**config.mk**
```make
export PLATFORM = sky130hd
export DESIGN_NAME = interrupt_source_control_flat
export DESIGN_NICKNAME = d
export VERILOG_FILES = /design/src/rtl/interrupt_source_control_if.sv /design/src/rtl/interrupt_source_control.sv /design/src/flat_wrapper.sv
export SDC_FILE = /design/constraint.sdc
export NUM_CORES = 1
export LEC_CHECK = 0
export ABC_CLOCK_PERIOD_IN_PS = 4400
export BUFFER_PORTS_ARGS = -buffer_cell sky130_fd_sc_hd__buf_2
export CAP_MARGIN = 30
export CORE_UTILIZATION = 58
export DETAILED_ROUTE_END_ITERATION = 8
export PLACE_DENSITY = 0.83
export SLEW_MARGIN = 20
export SYNTH_ARGS = -nofsm -noshare
export SYNTH_HDL_FRONTEND = slang
export SYNTH_SLANG_ARGS = --single-unit
```
**constraint.sdc**
```tcl
create_clock -name clk_2 -period 4.4 [get_ports clk_2]
set_clock_uncertainty 0.15 [all_clocks]
set_input_delay 0.22 -clock clk_2 [delete_from_list [all_inputs] [get_ports clk_2]]
set_output_delay 0.22 -clock clk_2 [all_outputs]
set_load 0.03 [all_outputs]
```
**src/rtl/interrupt_source_control_if.sv**
```systemverilog
// CPU-side bus bundle for interrupt_source_control: address/strobe lines seen by
// vector observation plus the 4-byte register window.
interface interrupt_source_control_if;
    logic [15:0] cpu_addr;
    logic        cpu_sync;
    logic        cpu_rw;
    logic        reg_sel;
    logic [1:0]  reg_addr;
    logic [7:0]  reg_wdata;
    logic [7:0]  reg_rdata;

    modport master (
        output cpu_addr, cpu_sync, cpu_rw, reg_sel, reg_addr, reg_wdata,
        input  reg_rdata
    );

    modport slave (
        input  cpu_addr, cpu_sync, cpu_rw, reg_sel, reg_addr, reg_wdata,
        output reg_rdata
    );
endinterface

```
**src/rtl/interrupt_source_control.sv**
```systemverilog
// Generates CPU RES_N/NMI_N/IRQ_N from peripheral requests and register commands.
// Optional macro IRQ_EDGE_EN adds per-source edge-latched pending with write-1-to-clear.
module interrupt_source_control #(
    parameter int NUM_IRQ            = 8,
    parameter int RES_CYCLES         = 8,
    parameter int NMI_LOW_CYCLES     = 2,
    parameter int NMI_HOLDOFF_CYCLES = 4
) (
    input  logic                  clk_2,
    input  logic                  res_p,
    input  logic [NUM_IRQ-1:0]    irq_src,
    input  logic                  nmi_req,
    interrupt_source_control_if.slave bus,
    output logic                  RES_N,
    output logic                  NMI_N,
    output logic                  IRQ_N,
    output logic                  irq_ack,
    output logic                  nmi_ack
);
    // state        | meaning
    // RST_ASSERT   | RES_N driven low, counting down the reset pulse
    // RST_RUN      | RES_N high, CPU running
    // NMI_IDLE     | NMI_N high, waiting for a trigger
    // NMI_LOW      | NMI_N low for NMI_LOW_CYCLES
    // NMI_HOLDOFF  | NMI_N high for NMI_HOLDOFF_CYCLES before another pulse

    // Encodings chosen so RES_N and NMI_N come straight off a state flop.
    localparam logic       RST_ASSERT  = 1'b0;
    localparam logic       RST_RUN     = 1'b1;
    localparam logic [1:0] NMI_IDLE    = 2'b00;
    localparam logic [1:0] NMI_LOW     = 2'b01;
    localparam logic [1:0] NMI_HOLDOFF = 2'b10;

    localparam logic [7:0] SRC_VALID     = 8'((16'd1 << NUM_IRQ) - 16'd1);
    localparam logic [7:0] RES_LOAD      = 8'(RES_CYCLES);
    localparam logic [3:0] NMI_LOW_LOAD  = 4'(NMI_LOW_CYCLES);
    localparam logic [3:0] NMI_HOLD_LOAD = 4'(NMI_HOLDOFF_CYCLES);

    logic [7:0] irq_s1_q, irq_s2_q;
    logic       nmi_s1_q, nmi_s2_q, nmi_s3_q;
    logic       rst_state_q, rst_state_d;
    logic [7:0] rst_cnt_q, rst_cnt_d;
    logic [1:0] nmi_state_q, nmi_state_d;
    logic [3:0] nmi_cnt_q, nmi_cnt_d;
    logic       nmi_queued_q, nmi_queued_d;
    logic [7:0] mask_q, mask_d;
    logic [7:0] vec_id_q, vec_id_d;
    logic       irq_n_q, irq_n_d;
    logic       irq_ack_q, irq_ack_d;
    logic       nmi_ack_q, nmi_ack_d;
    logic [7:0] rdata_q, rdata_d;
    logic       edge_sel_q, edge_sel_d;

    logic       run, wr_en, rd_en, wr_ctrl, soft_rst, sw_nmi, nmi_trig, fetch;
    logic [7:0] pending, active;
    logic [2:0] lowest_idx;

    assign run      = (rst_state_q == RST_RUN);
    assign wr_en    = bus.reg_sel & ~bus.cpu_rw;
    assign rd_en    = bus.reg_sel &  bus.cpu_rw;
    assign wr_ctrl  = wr_en && (bus.reg_addr == 2'd3);
    assign soft_rst = wr_ctrl && bus.reg_wdata[0] && run;
    assign sw_nmi   = wr_ctrl && bus.reg_wdata[1];
    assign nmi_trig = (nmi_s2_q & ~nmi_s3_q) | sw_nmi;
    assign fetch    = bus.cpu_rw & ~bus.cpu_sync & run;

`ifdef IRQ_EDGE_EN
    logic [7:0] irq_s3_q;
    logic [7:0] edge_mode_q, edge_mode_d;
    logic [7:0] edge_pend_q, edge_pend_d;
    logic [7:0] edge_clr;

    assign pending = run ? (((edge_mode_q & edge_pend_q) | (~edge_mode_q & irq_s2_q)) & SRC_VALID)
                         : 8'h00;

    always_comb begin
        edge_sel_d  = edge_sel_q;
        edge_mode_d = edge_mode_q;
        edge_clr    = 8'h00;
        if (wr_ctrl) begin
            edge_sel_d = bus.reg_wdata[7];
        end
        if (wr_en && (bus.reg_addr == 2'd1)) begin
            if (edge_sel_q) begin
                edge_mode_d = bus.reg_wdata & SRC_VALID;
            end else begin
                edge_clr = bus.reg_wdata & SRC_VALID;
            end
        end
        // A new edge in the same cycle as a clear keeps the bit set.
        edge_pend_d = run ? (((irq_s2_q & ~irq_s3_q) | (edge_pend_q & ~edge_clr)) & edge_mode_q)
                          : 8'h00;
    end

    always_ff @(posedge clk_2) begin
        if (res_p) begin
            irq_s3_q    <= 8'h00;
            edge_mode_q <= 8'h00;
            edge_pend_q <= 8'h00;
        end else begin
            irq_s3_q    <= irq_s2_q;
            edge_mode_q <= edge_mode_d;
            edge_pend_q <= edge_pend_d;
        end
    end
`else
    assign pending    = run ? (irq_s2_q & SRC_VALID) : 8'h00;
    assign edge_sel_d = 1'b0;
`endif

    assign active = pending & mask_q;

    always_comb begin
        lowest_idx = 3'd0;
        for (int i = 7; i >= 0; i--) begin
            if (active[i]) begin
                lowest_idx = 3'(i);
            end
        end
    end

    always_comb begin
        rst_state_d = rst_state_q;
        rst_cnt_d   = rst_cnt_q;
        case (rst_state_q)
            RST_ASSERT: begin
                if (rst_cnt_q <= 8'd1) begin
                    rst_state_d = RST_RUN;
                end else begin
                    rst_cnt_d = rst_cnt_q - 8'd1;
                end
            end
            default: begin
                if (soft_rst) begin
                    rst_state_d = RST_ASSERT;
                    rst_cnt_d   = RES_LOAD;
                end
            end
        endcase
    end

    always_comb begin
        nmi_state_d  = nmi_state_q;
        nmi_cnt_d    = nmi_cnt_q;
        nmi_queued_d = nmi_queued_q;
        if (!run || soft_rst) begin
            nmi_state_d  = NMI_IDLE;
            nmi_cnt_d    = 4'd0;
            nmi_queued_d = 1'b0;
        end else begin
            case (nmi_state_q)
                NMI_IDLE: begin
                    if (nmi_trig) begin
                        nmi_state_d = NMI_LOW;
                        nmi_cnt_d   = NMI_LOW_LOAD;
                    end
                end
                NMI_LOW: begin
                    if (nmi_trig) begin
                        nmi_queued_d = 1'b1;
                    end
                    if (nmi_cnt_q <= 4'd1) begin
                        nmi_state_d = NMI_HOLDOFF;
                        nmi_cnt_d   = NMI_HOLD_LOAD;
                    end else begin
                        nmi_cnt_d = nmi_cnt_q - 4'd1;
                    end
                end
                NMI_HOLDOFF: begin
                    // A trigger on the final holdoff cycle is served like a queued one.
                    if (nmi_cnt_q <= 4'd1) begin
                        if (nmi_queued_q || nmi_trig) begin
                            nmi_state_d  = NMI_LOW;
                            nmi_cnt_d    = NMI_LOW_LOAD;
                            nmi_queued_d = 1'b0;
                        end else begin
                            nmi_state_d = NMI_IDLE;
                        end
                    end else begin
                        nmi_cnt_d = nmi_cnt_q - 4'd1;
                        if (nmi_trig) begin
                            nmi_queued_d = 1'b1;
                        end
                    end
                end
                default: begin
                    nmi_state_d = NMI_IDLE;
                end
            endcase
        end
    end

    always_comb begin
        irq_n_d   = ~|active;
        mask_d    = mask_q;
        vec_id_d  = vec_id_q;
        irq_ack_d = fetch && (bus.cpu_addr == 16'hFFFE);
        nmi_ack_d = fetch && (bus.cpu_addr == 16'hFFFA);
        rdata_d   = 8'h00;

        if (wr_en && (bus.reg_addr == 2'd0)) begin
            mask_d = bus.reg_wdata & SRC_VALID;
        end

        if (rd_en) begin
            case (bus.reg_addr)
                2'd0: rdata_d = mask_q;
`ifdef IRQ_EDGE_EN
                2'd1: rdata_d = edge_sel_q ? edge_mode_q : pending;
`else
                2'd1: rdata_d = pending;
`endif
                2'd2: rdata_d = vec_id_q;
                default: rdata_d = {edge_sel_q, 4'b0000, nmi_queued_q,
                                    (nmi_state_q == NMI_LOW), ~run};
            endcase
            if (bus.reg_addr == 2'd2) begin
                vec_id_d = 8'h00;
            end
        end

        // A vector fetch in the same cycle as a vec_id read keeps the new id.
        if (irq_ack_d) begin
            vec_id_d = (|active) ? {1'b1, 4'b0000, lowest_idx} : 8'h00;
        end else if (nmi_ack_d) begin
            vec_id_d = 8'h40;
        end
    end

    always_ff @(posedge clk_2) begin
        if (res_p) begin
            irq_s1_q     <= 8'h00;
            irq_s2_q     <= 8'h00;
            nmi_s1_q     <= 1'b0;
            nmi_s2_q     <= 1'b0;
            nmi_s3_q     <= 1'b0;
            rst_state_q  <= RST_ASSERT;
            rst_cnt_q    <= RES_LOAD;
            nmi_state_q  <= NMI_IDLE;
            nmi_cnt_q    <= 4'd0;
            nmi_queued_q <= 1'b0;
            mask_q       <= 8'h00;
            vec_id_q     <= 8'h00;
            irq_n_q      <= 1'b1;
            irq_ack_q    <= 1'b0;
            nmi_ack_q    <= 1'b0;
            rdata_q      <= 8'h00;
            edge_sel_q   <= 1'b0;
        end else begin
            irq_s1_q     <= 8'(irq_src);
            irq_s2_q     <= irq_s1_q;
            nmi_s1_q     <= nmi_req;
            nmi_s2_q     <= nmi_s1_q;
            nmi_s3_q     <= nmi_s2_q;
            rst_state_q  <= rst_state_d;
            rst_cnt_q    <= rst_cnt_d;
            nmi_state_q  <= nmi_state_d;
            nmi_cnt_q    <= nmi_cnt_d;
            nmi_queued_q <= nmi_queued_d;
            mask_q       <= mask_d;
            vec_id_q     <= vec_id_d;
            irq_n_q      <= irq_n_d;
            irq_ack_q    <= irq_ack_d;
            nmi_ack_q    <= nmi_ack_d;
            rdata_q      <= rdata_d;
            edge_sel_q   <= edge_sel_d;
        end
    end

    assign RES_N         = rst_state_q;
    assign NMI_N         = ~nmi_state_q[0];
    assign IRQ_N         = irq_n_q;
    assign irq_ack       = irq_ack_q;
    assign nmi_ack       = nmi_ack_q;
    assign bus.reg_rdata = rdata_q;
endmodule
```
**src/flat_wrapper.sv**
```systemverilog
// flat-port wrapper written by rule: the top's interface ports become plain ports
module interrupt_source_control_flat 
#(
    parameter int NUM_IRQ            = 8,
    parameter int RES_CYCLES         = 8,
    parameter int NMI_LOW_CYCLES     = 2,
    parameter int NMI_HOLDOFF_CYCLES = 4
)
  (clk_2, res_p, irq_src, nmi_req, RES_N, NMI_N, IRQ_N, irq_ack, nmi_ack, bus_cpu_addr, bus_cpu_sync, bus_cpu_rw, bus_reg_sel, bus_reg_addr, bus_reg_wdata, bus_reg_rdata);
  interrupt_source_control_if bus_i ();
  input  logic clk_2;
  input  logic res_p;
  input  logic [NUM_IRQ-1:0] irq_src;
  input  logic nmi_req;
  output logic RES_N;
  output logic NMI_N;
  output logic IRQ_N;
  output logic irq_ack;
  output logic nmi_ack;
  input wire logic [$bits(bus_i.cpu_addr)-1:0] bus_cpu_addr;
  input wire logic [$bits(bus_i.cpu_sync)-1:0] bus_cpu_sync;
  input wire logic [$bits(bus_i.cpu_rw)-1:0] bus_cpu_rw;
  input wire logic [$bits(bus_i.reg_sel)-1:0] bus_reg_sel;
  input wire logic [$bits(bus_i.reg_addr)-1:0] bus_reg_addr;
  input wire logic [$bits(bus_i.reg_wdata)-1:0] bus_reg_wdata;
  output wire logic [$bits(bus_i.reg_rdata)-1:0] bus_reg_rdata;
  assign bus_i.cpu_addr = bus_cpu_addr;
  assign bus_i.cpu_sync = bus_cpu_sync;
  assign bus_i.cpu_rw = bus_cpu_rw;
  assign bus_i.reg_sel = bus_reg_sel;
  assign bus_i.reg_addr = bus_reg_addr;
  assign bus_i.reg_wdata = bus_reg_wdata;
  assign bus_reg_rdata = bus_i.reg_rdata;
  interrupt_source_control #(.NUM_IRQ(NUM_IRQ), .RES_CYCLES(RES_CYCLES), .NMI_LOW_CYCLES(NMI_LOW_CYCLES), .NMI_HOLDOFF_CYCLES(NMI_HOLDOFF_CYCLES)) u_core (.clk_2(clk_2), .res_p(res_p), .irq_src(irq_src), .nmi_req(nmi_req), .bus(bus_i), .RES_N(RES_N), .NMI_N(NMI_N), .IRQ_N(IRQ_N), .irq_ack(irq_ack), .nmi_ack(nmi_ack));
endmodule
```
After elaboration in Yosys (flattened, before gate mapping). Index checks and enable logic that the tools add are counted.

Divide/modulo/power cells: 0. Eq/ne operators: 13. Bitwise operators: 13. Multiply operators: 0. $add $sub $neg: 2. $lt $le $gt $ge: 2. Reductions and logical operators: 25. Shift operators: 0. Multiplexer cells: 35.

Operators with widths (count): 8-bit 2-to-1 mux (9); 16-bit == test (second input constant) (2); 3-bit 2-to-1 mux (8); 8-bit case mux with 3 select lines (1); 4-bit 2-to-1 mux (4); 4-bit case mux with 3 select lines (1); 3-bit nonzero test (3); 8-bit AND (1); 8-bit by 1-bit less-or-equal comparator with 1-bit output (second input constant) (1); 2-bit by 1-bit != test with 1-bit output (second input constant) (4); 8-bit OR reduction (1); 8-bit by 1-bit subtractor with 8-bit output (second input constant) (1); 1-bit logical AND (7); 1-bit 2-to-1 mux (7); 2-bit == test (second input constant) (3); 2-bit 2-to-1 mux (3); 1-bit NOT (6); 2-bit case mux with 3 select lines (1); 2-bit AND reduction (3); 3-bit AND reduction (2); 1-bit AND (5); 2-bit by 1-bit == test with 1-bit output (second input constant) (2); 4-bit by 1-bit less-or-equal comparator with 1-bit output (second input constant) (1); 2-bit zero test (2); other kinds (9) (12).

Logic and storage cells: 106. Output and inout bits: 13. Input bits: 40. Memory bits (writable): 0. Bits in read-only memories: 0. Flip-flop bits (word level): 62. Latch bits: 0. Memories kept: 0.

Depth between registers and ports, before layout. Gate-level depths: netlist of run 1.

Depth after elaboration: 12. Depth in mapped cells: 7. Mapped depth without buffers: 7.

Least setup slack after synthesis of run 1. Ideal clock, no wire load.

Path type: register to register. From: reg u_core.nmi_state_q[0]. To: reg u_core.nmi_cnt_q[3]. Path buffers: 0. Data arrival time: 1.744 ns. Clock period less this slack: 2.010 ns. Setup time: 0.116 ns. Stages on the path, launching flop included: 8. Data required time: 4.134 ns. Slack: 2.390 ns. Cell sequence: dfxtp_1 inv_1 ha_1 inv_1 o41ai_2 a21oi_2 nor4bb_1 a31o_2.

Cells in the longest elaborated chain, start to end: 3. Elaborated cells between the ends (all ways): 8. Classes of those cells: 4 x eq/ne; 1 x mux; 3 x reduce/logical.

RTL lines: from (decl) (line interrupt_source_control.sv:43) `logic [1:0] nmi_state_q, nmi_state_d;`; from (signal assigned) (line interrupt_source_control.sv:257) `nmi_state_q <= nmi_state_d;`; 2-bit == test (tied with other cells) (line interrupt_source_control.sv:151) `case (nmi_state_q)`; 3-bit != test (no source line) (tied with other cells); 3-bit AND reduction (no source line); to (signal assigned) (line interrupt_source_control.sv:258) `nmi_cnt_q <= nmi_cnt_d;`; to (decl) (line interrupt_source_control.sv:44) `logic [3:0] nmi_cnt_q, nmi_cnt_d;`.

Parallel ways exist; a longest one is shown, timed or not. A chain may end at the register's enable or synchronous reset.

Worst setup path in the final report of run 1.
From: reg u_core.rst_state_q, in the netlist u_core.RES_N. To: reg u_core.vec_id_q[7].

Cells in the longest elaborated chain, start to end: 5. Elaborated cells between the ends (all ways): 12. Classes of those cells: 4 x mux; 2 x bitwise; 6 x reduce/logical.

RTL lines: from (decl) (line interrupt_source_control.sv:41) `logic rst_state_q, rst_state_d;`; from (signal assigned) (line interrupt_source_control.sv:255) `rst_state_q <= rst_state_d;`; 8-bit 2-to-1 mux (line interrupt_source_control.sv:107) `assign pending = run ? (irq_s2_q & SRC_VALID) : 8'h00;`; 8-bit AND (line interrupt_source_control.sv:111) `assign active = pending & mask_q;`; 8-bit OR reduction (line interrupt_source_control.sv:224) `vec_id_d = (|active) ? {1'b1, 4'b0000, lowest_idx} : 8'h00;`; 8-bit 2-to-1 mux (line interrupt_source_control.sv:224); 8-bit 2-to-1 mux (line interrupt_source_control.sv:223) `if (irq_ack_d) begin`; to (signal assigned) (line interrupt_source_control.sv:261) `vec_id_q <= vec_id_d;`; to (decl) (line interrupt_source_control.sv:47) `logic [7:0] vec_id_q, vec_id_d;`.

Parallel ways exist; a longest one is shown, timed or not.

==> impl_results.md, run 1 <==
- Net Sw Frac: 0.286
- Clk pin slew, worst setup/hold paths: 60 ps
- Crit path buffers/inverters: 0
- Biggest area consumer among synthesized cells: dfxtp_1
- Total power: 1400 µW
- Final hold violations: 0
- Most used DFF post-synth: dfxtp_1
- Initial drt markers: 228
- DR WL/cell: 13.6 µm
- Post-cts hold buffer count: 16
- FF-to-FF Start: u_core.RES_N
- Vias in the first global route: 2134
- Asr flop ratio synth: 0
- Hold Path Class: input port to register
- Min-delay src: bus_reg_wdata[0]
- Vias/cell: 5.46
- FP Rows: 24
- Slowest Stage Delay on Critical Path: 830 ps
- CTS Buf Count: 9
- Pins Over Slew Limit: 0
- Via count: 2273
- Layout cells sized above 1: 0.217
- RSZ-0062 raised after global routing: no
- CTS HTree Levels: 3
- Syn avg cell area: 9.04 µm²
- Max Clk Rate: 443 MHz
- ANT nets after route: 0
- Core area: 4380 µm²
- Setup TNS: 0 ps
- Cell count after synthesis: 293
- CP arrival: 2330 ps
- Final Setup Violations: 0
- Routability cong.: 0.839
- Reg power frac: 0.452
- Max IR drop VDD: 0.332 mV
- # Post-CTS Setup Buffers: 0
- Dpl cells: 384
- Commonest non-fill, non-tap cell in the layout: dfxtp_1
- Ports: 53
- Library cells used by synthesis: 53
- Die area: 4840 µm²
- Crit path max fanout: 25
- Post-synthesis sequential area ratio: 0.446
- Worst path cell trace: nand4bb_1 -> nor3_1 -> nand2_1 -> and3b_1 -> a22o_1
- Die Height: 69.6 µm
- Startpoint Class: register
- Detailed placement HPWL: 3.81 mm
- Crit path from: u_core.RES_N
- Later-pin clock latency in the skew report: 330 ps
- CTS tree: done
- Area Growth Syn to Fin: 23.3%
- Register bit total from synthesis: 59
- GRT Total Usage: 0.250
- Sink Count: 59
- Starting Density: 0.604
- Clk pwr share: 0.336
- Pin count of the biggest net entering global routing: 41
- Area contributors post-synth: dfxtp_1, nor2b_1, nand2_1
- Most frequent cells in the layout: dfxtp_1, buf_2, nand2_1
- Final Cycle Share: 0.513
- Diode count: 0
- Status: complete, no violations
- Synthesized area: 2650 µm²
- Comb pwr share: 0.212
- Power per standard cell area: 428 nW/µm²
- Synth top area share: 0.446
- Net switching power figure: 400 µW
- Die W: 69.6 µm
- Final WL: 5.67 mm
- Non-Filler Instances: 416
- Resized cells post-CTS: 0
- 1st-pass router iterations: 4
- Family with the most delay on the worst path: simple AND/OR/NAND/NOR gates
- Critical path endpoint category: register
- Yosys warning total: 0
- Global-route wire length before repair: 9.46 mm
- Max Cap Viol: 0
- Slowest stage cell on the critical path: dfxtp_1
- Cell-internal power: 997 µW
- Root Driver: clkbuf_8
- Initial antenna violation count: 0
- Global route total overflow: 0
- Critical path required time: 4470 ps
- CP Class: register to register
- Post-route DRC violation count: 0
- Clock Tree Buf Depth: 2
- Post-synth EDFFs: 0
- Fin crit period: 2260 ps
- Fin util: 0.744
- Worst slew margin: 0.472
- Least-Margin Pin Slew: 791 ps
- # nets final: 407
- I/O Buffers: 52
- LEAKAGE: 0.00131 µW
- Post-Syn Nets: 341
## sequential cells by signal, summed over array words and instances, names as in the netlist, 2 cells and up
signal / count
u_core.bus.reg_rdata: 8
u_core.irq_s1_q: 8
u_core.irq_s2_q: 8
u_core.mask_q: 8
u_core.nmi_cnt_q: 4
u_core.nmi_state_q: 2
u_core.rst_cnt_q: 8
u_core.vec_id_q: 5
## worst reg2reg max path, cell delays in order, from the launching register on
cell and delay (ps):
dfxtp_1 830, nand4bb_1 170, nor3_1 340, nand2_1 180
and3b_1 260, a22o_1 240
## metrics by stage
stage,cell area [µm²],setup WS [ps],hold WS (ps)
after global placement,2920,2350,267
final,3260,2140,29.7
after global routing,3260,2030,24.9
after CTS,3260,2190,14.3
after floorplan,2650,2390,149
after detailed placement,2920,2200,275
## worst paths after layout
check / endpoint / slack (ps) / cells after the start
hold / removal: u_core.mask_q[0] / 30 / 3
setup reg to reg: u_core.vec_id_q[7] / 2140 / 5
setup / recovery: u_core.vec_id_q[7] / 2140 / 5
hold reg to reg: u_core.irq_s2_q[4] / 290 / 1
## area by class of cell
type,instances,area (µm²)
tap,52,65.1
fill,331,1120
clock buffer,14,153
clock inverter,2,35.0
multi-input combinational,212,1380
inverter,9,33.8
timing repair buffer,68,420
sequential,59,1180
## per-layer routing
layer / global-route usage / share of wire
met1: 0.319 / 0.46
met2: 0.383 / 0.46
met3: 0.0770 / 0.060
met4: 0.125 / 0.018
met5: 0 / 0
## cells by family (layout without fill, tap and decap cells)
group,count (synthesis),in the layout,share of synthesized area
AO/OA/AOI/OAI,58,58,0.159
XOR/XNOR,7,7,0.0232
adder cells (fa/ha/maj),8,8,0.0378
buffers and inverters,22,93,0.0345
flip-flops,59,59,0.446
multiplexers,7,7,0.0269
AND/OR/NAND/NOR,132,132,0.272
## power groups by stage
stage	clock network [µW]	logic, µW	registers (µW)
detailed placement	0	281	643
finish	470	296	632
global route	505	332	638
floorplan	0	235	629
global placement	0	277	640
CTS	479	296	630
## synthesized netlist by cell type, types with 2 or more instances
cell type / number
nand2_1: 37
a21o_1: 2
mux2i_1: 6
a31oi_1: 6
nor3_1: 11
nor2b_1: 27
nand4b_1: 2
a21oi_2: 3
and4b_1: 2
nor4_1: 2
nand3_1: 3
nand2b_1: 4
a211oi_1: 6
a21oi_1: 16
a31o_2: 2
o21ai_0: 4
a32o_1: 3
xnor2_1: 7
ha_1: 8
a22o_1: 3
nor2_1: 25
dfxtp_1: 59
a32oi_1: 2
or2_2: 2
nand3b_1: 3
buf_4: 2
nand4_1: 4
inv_1: 9
clkbuf_1: 9
(Power assumes the default switching activity.)
==> run 2, diff against run 1 <==
--- a/config.mk
+++ b/config.mk
@@ -5,12 +5,12 @@
 export SDC_FILE = /design/constraint.sdc
 export NUM_CORES = 1
 export LEC_CHECK = 0
-export ABC_CLOCK_PERIOD_IN_PS = 4400
+export ABC_CLOCK_PERIOD_IN_PS = 2250
 export BUFFER_PORTS_ARGS = -buffer_cell sky130_fd_sc_hd__buf_2
 export CAP_MARGIN = 30
-export CORE_UTILIZATION = 58
+export CORE_UTILIZATION = 54
 export DETAILED_ROUTE_END_ITERATION = 8
-export PLACE_DENSITY = 0.83
+export PLACE_DENSITY = 0.79
 export SLEW_MARGIN = 20
 export SYNTH_ARGS = -nofsm -noshare
 export SYNTH_HDL_FRONTEND = slang
==> constraint.sdc (replaced) <==
create_clock -name clk_2 -period 2.25 [get_ports clk_2]
set_clock_uncertainty 0.15 [all_clocks]
set_input_delay 0.1125 -clock clk_2 [delete_from_list [all_inputs] [get_ports clk_2]]
set_output_delay 0.1125 -clock clk_2 [all_outputs]
set_load 0.03 [all_outputs]
==> impl_results.md, run 2 (synthesis gave the netlist of run 1 again) <==
- Net Sw Frac: 0.303 (+0.0166)
- Fill count: 365 (+10%)
- Comb pwr share: 0.225 (+0.013)
- Total power: 2770 µW (+98%)
- # nets final: 412 (+1.2%)
- Ports: 53 (unchanged)
- Fin crit period: 2000 ps (-256 ps)
- Crit path max fanout: 7 (-72%)
- Later-pin clock latency in the skew report: 340 ps (about the same)
- Diode count: 0 (unchanged)
- Initial drt markers: 146 (-36%)
- Sink Count: 59 (unchanged)
- Clk pwr share: 0.339 (+0.003)
- Status: complete, no violations
- Slowest stage cell on the critical path: dfxtp_1
- Resized cells post-CTS: 0 (unchanged)
- Core area: 4720 µm² (+7.7%)
- I/O Buffers: 52 (unchanged)
- Vias/cell: 5.20 (-4.9%)
- Pins Over Slew Limit: 0 (unchanged)
- Worst path cell trace: inv_1 -> ha_1 -> nor2_1 -> o41ai_2 -> a21oi_2 -> nor4bb_1 -> a31o_2
- Vias in the first global route: 2008 (-5.9%)
- Area Growth Syn to Fin: 25.8%
- Final hold violations: 0 (unchanged)
- Setup TNS: 0 ps (unchanged)
- Slowest Stage Delay on Critical Path: 420 ps (-410 ps)
- Setup WS pre-CTS: 270 ps (-1930 ps)
- Routability cong.: 0.861 (+2.6%)
- Max Cap Viol: 0 (unchanged)
- Detailed placement HPWL: 3.79 mm (-0.42%)
- CTS Buf Count: 9 (unchanged)
- FP Rows: 25 (+4.2%)
- GRT Total Usage: 0.225 (-0.0255)
- CTS HTree Levels: 3 (unchanged)
- Initial antenna violation count: 0 (unchanged)
- Die Height: 72.0 µm (+3.5%)
- Startpoint Class: register
- Critical path required time: 2390 ps (-2080 ps)
- Reg power frac: 0.436 (-0.016)
- Net switching power figure: 838 µW (+110%)
- DR WL/cell: 12.4 µm (-8.8%)
- Pin count of the biggest net entering global routing: 25 (-39%)
- Post-route DRC violation count: 0 (unchanged)
- Die area: 5190 µm² (+7.2%)
- 1st-pass router iterations: 4 (unchanged)
- Critical path endpoint category: register
- Layout cells sized above 1: 0.230 (+0.0133)
- ANT nets after route: 0 (unchanged)
- Power per standard cell area: 831 nW/µm² (+94%)
- LEAKAGE: 0.00134 µW (+2.2%)
- Die W: 72.0 µm (+3.5%)
- Final WL: 5.42 mm (-4.4%)
- Hold slack: 22.4 ps (-7.31 ps)
- Cell-internal power: 1930 µW (+94%)
- Hold Path Class: input port to register
- Worst slew margin: 0.696 (+0.224)
- Via count: 2266 (-0.31%)
- Starting Density: 0.561 (-0.0434)
- CP Class: register to register
- CP arrival: 2140 ps (-190 ps)
- Final Setup Violations: 0 (unchanged)
- CTS tree: done
- Clock Tree Buf Depth: 2 (unchanged)
- Most frequent cells in the layout: dfxtp_1, buf_2, nand2_1
- RSZ-0062 raised after global routing: no
- Root Driver: clkbuf_8
- Final setup margin: 248 ps (-1890 ps)
- Global-route wire length before repair: 9.00 mm (-4.9%)
- Commonest non-fill, non-tap cell in the layout: dfxtp_1
- Final Cycle Share: 0.890 (+0.377)
- Max IR drop VDD: 0.497 mV (+50%)
- Global route total overflow: 0 (unchanged)
- Fin util: 0.705 (-0.0391)
- Max Clk Rate: 499 MHz (+13%)
- Clk pin slew, worst setup/hold paths: 70 ps (about the same)
- Least-Margin Pin Slew: 444 ps (-346 ps)
## run 2: metrics by stage
stage	cells	cell area, µm²
after floorplan	293	2650
after global placement	402	2960
after detailed placement	402	2960
after CTS	436	3330
after global routing	436	3330
final	436	3330
## run 2: repair_timing
action / 4_1_cts / 5_1_grt
hold endpoints to repair: 19 / 0
buffers inserted: 0 / 0
setup endpoints to repair: 0 / 0
hold buffers: 18 / 0
## run 2: worst paths after layout
path	endpoint	cells past startpoint	start	slack, ps
max reg2reg	u_core.nmi_cnt_q[3]	7	u_core.nmi_cnt_q[0]	250
min	u_core.nmi_ack	5	bus_cpu_addr[11]	20
min reg2reg	u_core.irq_s2_q[6]	1	u_core.irq_s1_q[6]	290
max	u_core.nmi_cnt_q[3]	7	u_core.nmi_cnt_q[0]	250
## run 2: worst max-delay path, delay by kind of cell, from the launching register on
kind,cells,cell delay [ps]
fa+ha+maj,1,220
compound gates,3,540
buf+inv,1,70
flops,1,420
simple gates,2,560
## run 2: cell type report
class | count | area (µm²) | area share
clock buffer | 10 | 128 | 0.0383
clock inverter | 6 | 66.3 | 0.0199
inverter | 9 | 33.8 | 0.0101
multi-input combinational | 212 | 1380 | 0.413
sequential | 59 | 1180 | 0.355
tap | 67 | 83.8 | 0.0252
timing repair buffer | 73 | 463 | 0.139
## run 2: power by group through the flow
stage / Combinational, µW / Clock, µW / Sequential (µW)
6_report: 621 / 940 / 1210
3_5_place_dp: 595 / 0 / 1220
5_1_grt: 697 / 1000 / 1220
2_1_floorplan: 459 / 0 / 1230
4_1_cts: 621 / 958 / 1210
3_3_place_gp: 587 / 0 / 1220
## run 2: routing by layer
| layer | part of all wire | wire length, µm | track usage |
|---|---|---|---|
| met5 | 0 | 0 | 0 |
| met4 | 0.018 | 98 | 0.131 |
| met3 | 0.037 | 202 | 0.0333 |
| met2 | 0.46 | 2470 | 0.367 |
| met1 | 0.49 | 2650 | 0.284 |
==> run 3, diff against run 2 <==
--- a/config.mk
+++ b/config.mk
@@ -5,12 +5,12 @@
 export SDC_FILE = /design/constraint.sdc
 export NUM_CORES = 1
 export LEC_CHECK = 0
-export ABC_CLOCK_PERIOD_IN_PS = 2250
+export ABC_AREA = 1
 export BUFFER_PORTS_ARGS = -buffer_cell sky130_fd_sc_hd__buf_2
 export CAP_MARGIN = 30
 export CORE_UTILIZATION = 54
 export DETAILED_ROUTE_END_ITERATION = 8
-export PLACE_DENSITY = 0.79
+export PLACE_DENSITY = 0.78
 export SLEW_MARGIN = 20
 export SYNTH_ARGS = -nofsm -noshare
 export SYNTH_HDL_FRONTEND = slang
==> impl_results.md, run 3 <==
- Post-synthesis sequential area ratio: 0.439 (-0.00746)
- Biggest area consumer among synthesized cells: dfxtp_1
- GR Util met3: 0.0704 (+0.0371)
- Synth cell count leaders: nand2_1, nor2_1, dfxtp_1
- Setup WS pre-CTS: 469 ps (+199 ps)
- Crit path max fanout: 7 (unchanged)
- Starting Density: 0.566 (+0.00579)
- Final setup margin: 440 ps (+192 ps)
- CP most frequent cell: inv_1
- GRT Total Usage: 0.233 (+0.00836)
- Reg2Reg Setup Slack: 440 ps (+190 ps)
- Via count: 2520 (+11%)
- Min-delay src: bus_reg_addr[0]
- CP arrival: 1890 ps (-250 ps)
- Hold Crit Endpoint: u_core.bus.reg_rdata[3]
- Worst path cell trace: inv_1 -> ha_1 -> o21ai_1 -> inv_1 -> nand2_1 -> nor2_1 -> nor2_4 -> inv_1 -> a21oi_1 -> nor2_1
- Post-synth EDFFs: 0 (unchanged)
- Vias/cell: 4.82 (-7.3%)
- Later-pin clock latency in the skew report: 330 ps (about the same)
- Initial antenna violation count: 0 (unchanged)
- M2 GR Usage: 0.403 (+0.0360)
- Die Height: 72.6 µm (+0.83%)
- Synth Area in Compound Gates: 0.107 (-0.0519)
- Xor/xnor cell area share of the yosys netlist: 0.0195 (-0.00364)
- Yosys warning total: 0 (unchanged)
- Max Clk Rate: 552 MHz (+11%)
- Final Setup Violations: 0 (unchanged)
- Area contributors post-synth: dfxtp_1, nand2_1, nor2_1
- CP Depth: 10 (+3)
- Clock Tree Buf Depth: 2 (unchanged)
- Asr flop ratio synth: 0 (unchanged)
- LEAKAGE: 0.00161 µW (+20%)
- Fin crit period: 1810 ps (-192 ps)
- Post-Syn Nets: 421 (+23%)
- Most frequent cells in the layout: nand2_1, nor2_1, dfxtp_1
- Placed instance area: 3020 µm² (+2.0%)
- Die W: 72.6 µm (+0.83%)
- Max IR drop VDD: 0.595 mV (+20%)
- Critical path endpoint category: register
- Cell count after synthesis: 373 (+27%)
- Main combinational cell family by area after synthesis: simple AND/OR/NAND/NOR gates
- CTS Buf Count: 9 (unchanged)
- Setup TNS: 0 ps (unchanged)
- Count leader, synth: nand2_1
- Post-route cell area: 3440 µm² (+3.3%)
- Worst slew margin: 0.722 (+0.0260)
- # nets final: 500 (+21%)
- Worst flop-to-flop path endpoint: u_core.nmi_cnt_q[2]
- Final hold violations: 0 (unchanged)
- Power per standard cell area: 856 nW/µm² (+3.0%)
- Most used DFF post-synth: dfxtp_1
- Global route total overflow: 0 (unchanged)
- Routability cong.: 0.961 (+12%)
- Core area: 4750 µm² (+0.66%)
- ANT nets after route: 0 (unchanged)
- Register bit total from synthesis: 59 (unchanged)
- Resized cells post-CTS: 0 (unchanged)
- Clk pin slew, worst setup/hold paths: 60 ps (about the same)
- DR WL/cell: 11.0 µm (-11%)
- Ports: 53 (unchanged)
- Detailed placement HPWL: 3.99 mm (+5.3%)
- Layout cells sized above 1: 0.189 (-0.0418)
- Synth top area share: 0.439 (-0.00746)
- FF-to-FF Start: u_core.nmi_cnt_q[0]
- Critical path required time: 2320 ps (-70 ps)
- Hold Path Class: input port to register
- Family with the most delay on the worst path: compound AO/OA/AOI/OAI gates
- Slowest Stage Delay on Critical Path: 340 ps (-80 ps)
- Final WL: 5.77 mm (+6.5%)
- Total power: 2940 µW (+6.3%)
- Global-route wire length before repair: 9.34 mm (+3.8%)
- Slowest stage cell on the critical path: dfxtp_1
- Pins Over Slew Limit: 0 (unchanged)
- Post-route DRC violation count: 0 (unchanged)
- Area Growth Syn to Fin: 27.7%
- Crit path buffers/inverters: 3 (+2)
- Max Cap Viol: 0 (unchanged)
- Startpoint Class: register
- Least-Margin Pin Slew: 415 ps (-29.0 ps)
- Pin count of the biggest net entering global routing: 34 (+36%)
- Vias in the first global route: 2285 (+14%)
- FP Rows: 25 (unchanged)
- Initial drt markers: 95 (-35%)
- Syn avg cell area: 7.22 µm² (-20%)
- Cell depth of the worst flop-to-flop path: 10 (+3)
- CP Class: register to register
- Most used routing layer: met2
- 1st-pass router iterations: 4 (unchanged)
- M1 GR Usage: 0.269 (-0.0155)
- CTS tree: done
- Post-Synth Adder-Cell Area: 0.0372 (-0.000632)
- Sink Count: 59 (unchanged)
- Final Cycle Share: 0.805 (-0.0853)
- Library cells used by synthesis: 32 (-40%)
- Root Driver: clkbuf_8
- I/O Buffers: 52 (unchanged)
- Diode count: 0 (unchanged)
- Synthesized area: 2690 µm² (+1.7%)
- Post-synthesis mux area share: 0 (-0.0269)
- Commonest non-fill, non-tap cell in the layout: nand2_1
- RSZ-0062 raised after global routing: no
- Die area: 5270 µm² (+1.7%)
- CTS HTree Levels: 3 (unchanged)
- Simple-Gate Fraction of Synth Area: 0.301 (+0.0289)
- Worst Hold Depth: 4 (-1)
- Status: complete, no violations
## run 3: worst min-delay path, cell delays in order
cell and delay [ps]:
buf_2 120, nor2_2 100, nand2_1 70, a21oi_1 60
## run 3: cell type report
cell class / count / area (µm²)
fillers: 389 / 1320
multi-input cells: 248 / 1250
flip-flops and latches: 59 / 1180
repair buffers: 75 / 485
inverters: 59 / 224
clock buffers: 14 / 183
well taps: 67 / 83.8
clock inverters: 1 / 30.0
## run 3: worst max path at each step
| stage | startpoint | end |
|---|---|---|
| final | u_core.nmi_cnt_q[0] | u_core.nmi_cnt_q[2] |
| after global routing | u_core.nmi_cnt_q[0] | u_core.nmi_cnt_q[2] |
| after CTS | u_core.nmi_cnt_q[0] | u_core.nmi_cnt_q[2] |
| after detailed placement | u_core.nmi_cnt_q[0] | u_core.nmi_cnt_q[2] |
| after global placement | u_core.RES_N | u_core.vec_id_q[0] |
| after floorplan | u_core.nmi_cnt_q[0] | u_core.nmi_cnt_q[2] |
## run 3: kinds of logic (layout without fill, tap and decap cells)
group                      count (synthesis)  count (layout)
AOI/OAI and AO/OA                         50              50
xor gates and xnor gates                   6               6
adders and majority gates                  8               8
buffers and inverters                     66             149
DFF                                       59              59
and+or+nand+nor                          184             184
## run 3: timing repair
action / 4_1_cts / 5_1_grt
hold buffers: 21 / 0
setup buffers: 0 / 0
endpoints found under the hold margin: 22 / 0
## run 3: where the power goes
group	switching [µW]	internal (µW)	leakage [µW]
Sequential	93.6	1140	0.000481
Combinational	422	283	0.00102
Clock	382	627	0.000109
## run 3: stage by stage
stage               std cells   util  hold WS [ps]
CTS                       523  0.723          2.89
finish                    523  0.723          21.6
global placement          487  0.634           164
global route              523  0.723          30.8
floorplan                 373      -          69.5
detailed placement        487  0.634           170
## run 3: per-layer routing
metal / vias up / routed length, µm
met5: - / 0
met4: 0 / 107
met3: 10 / 281
met2: 70 / 2730
met1: 1107 / 2660
li1: 1333 / -
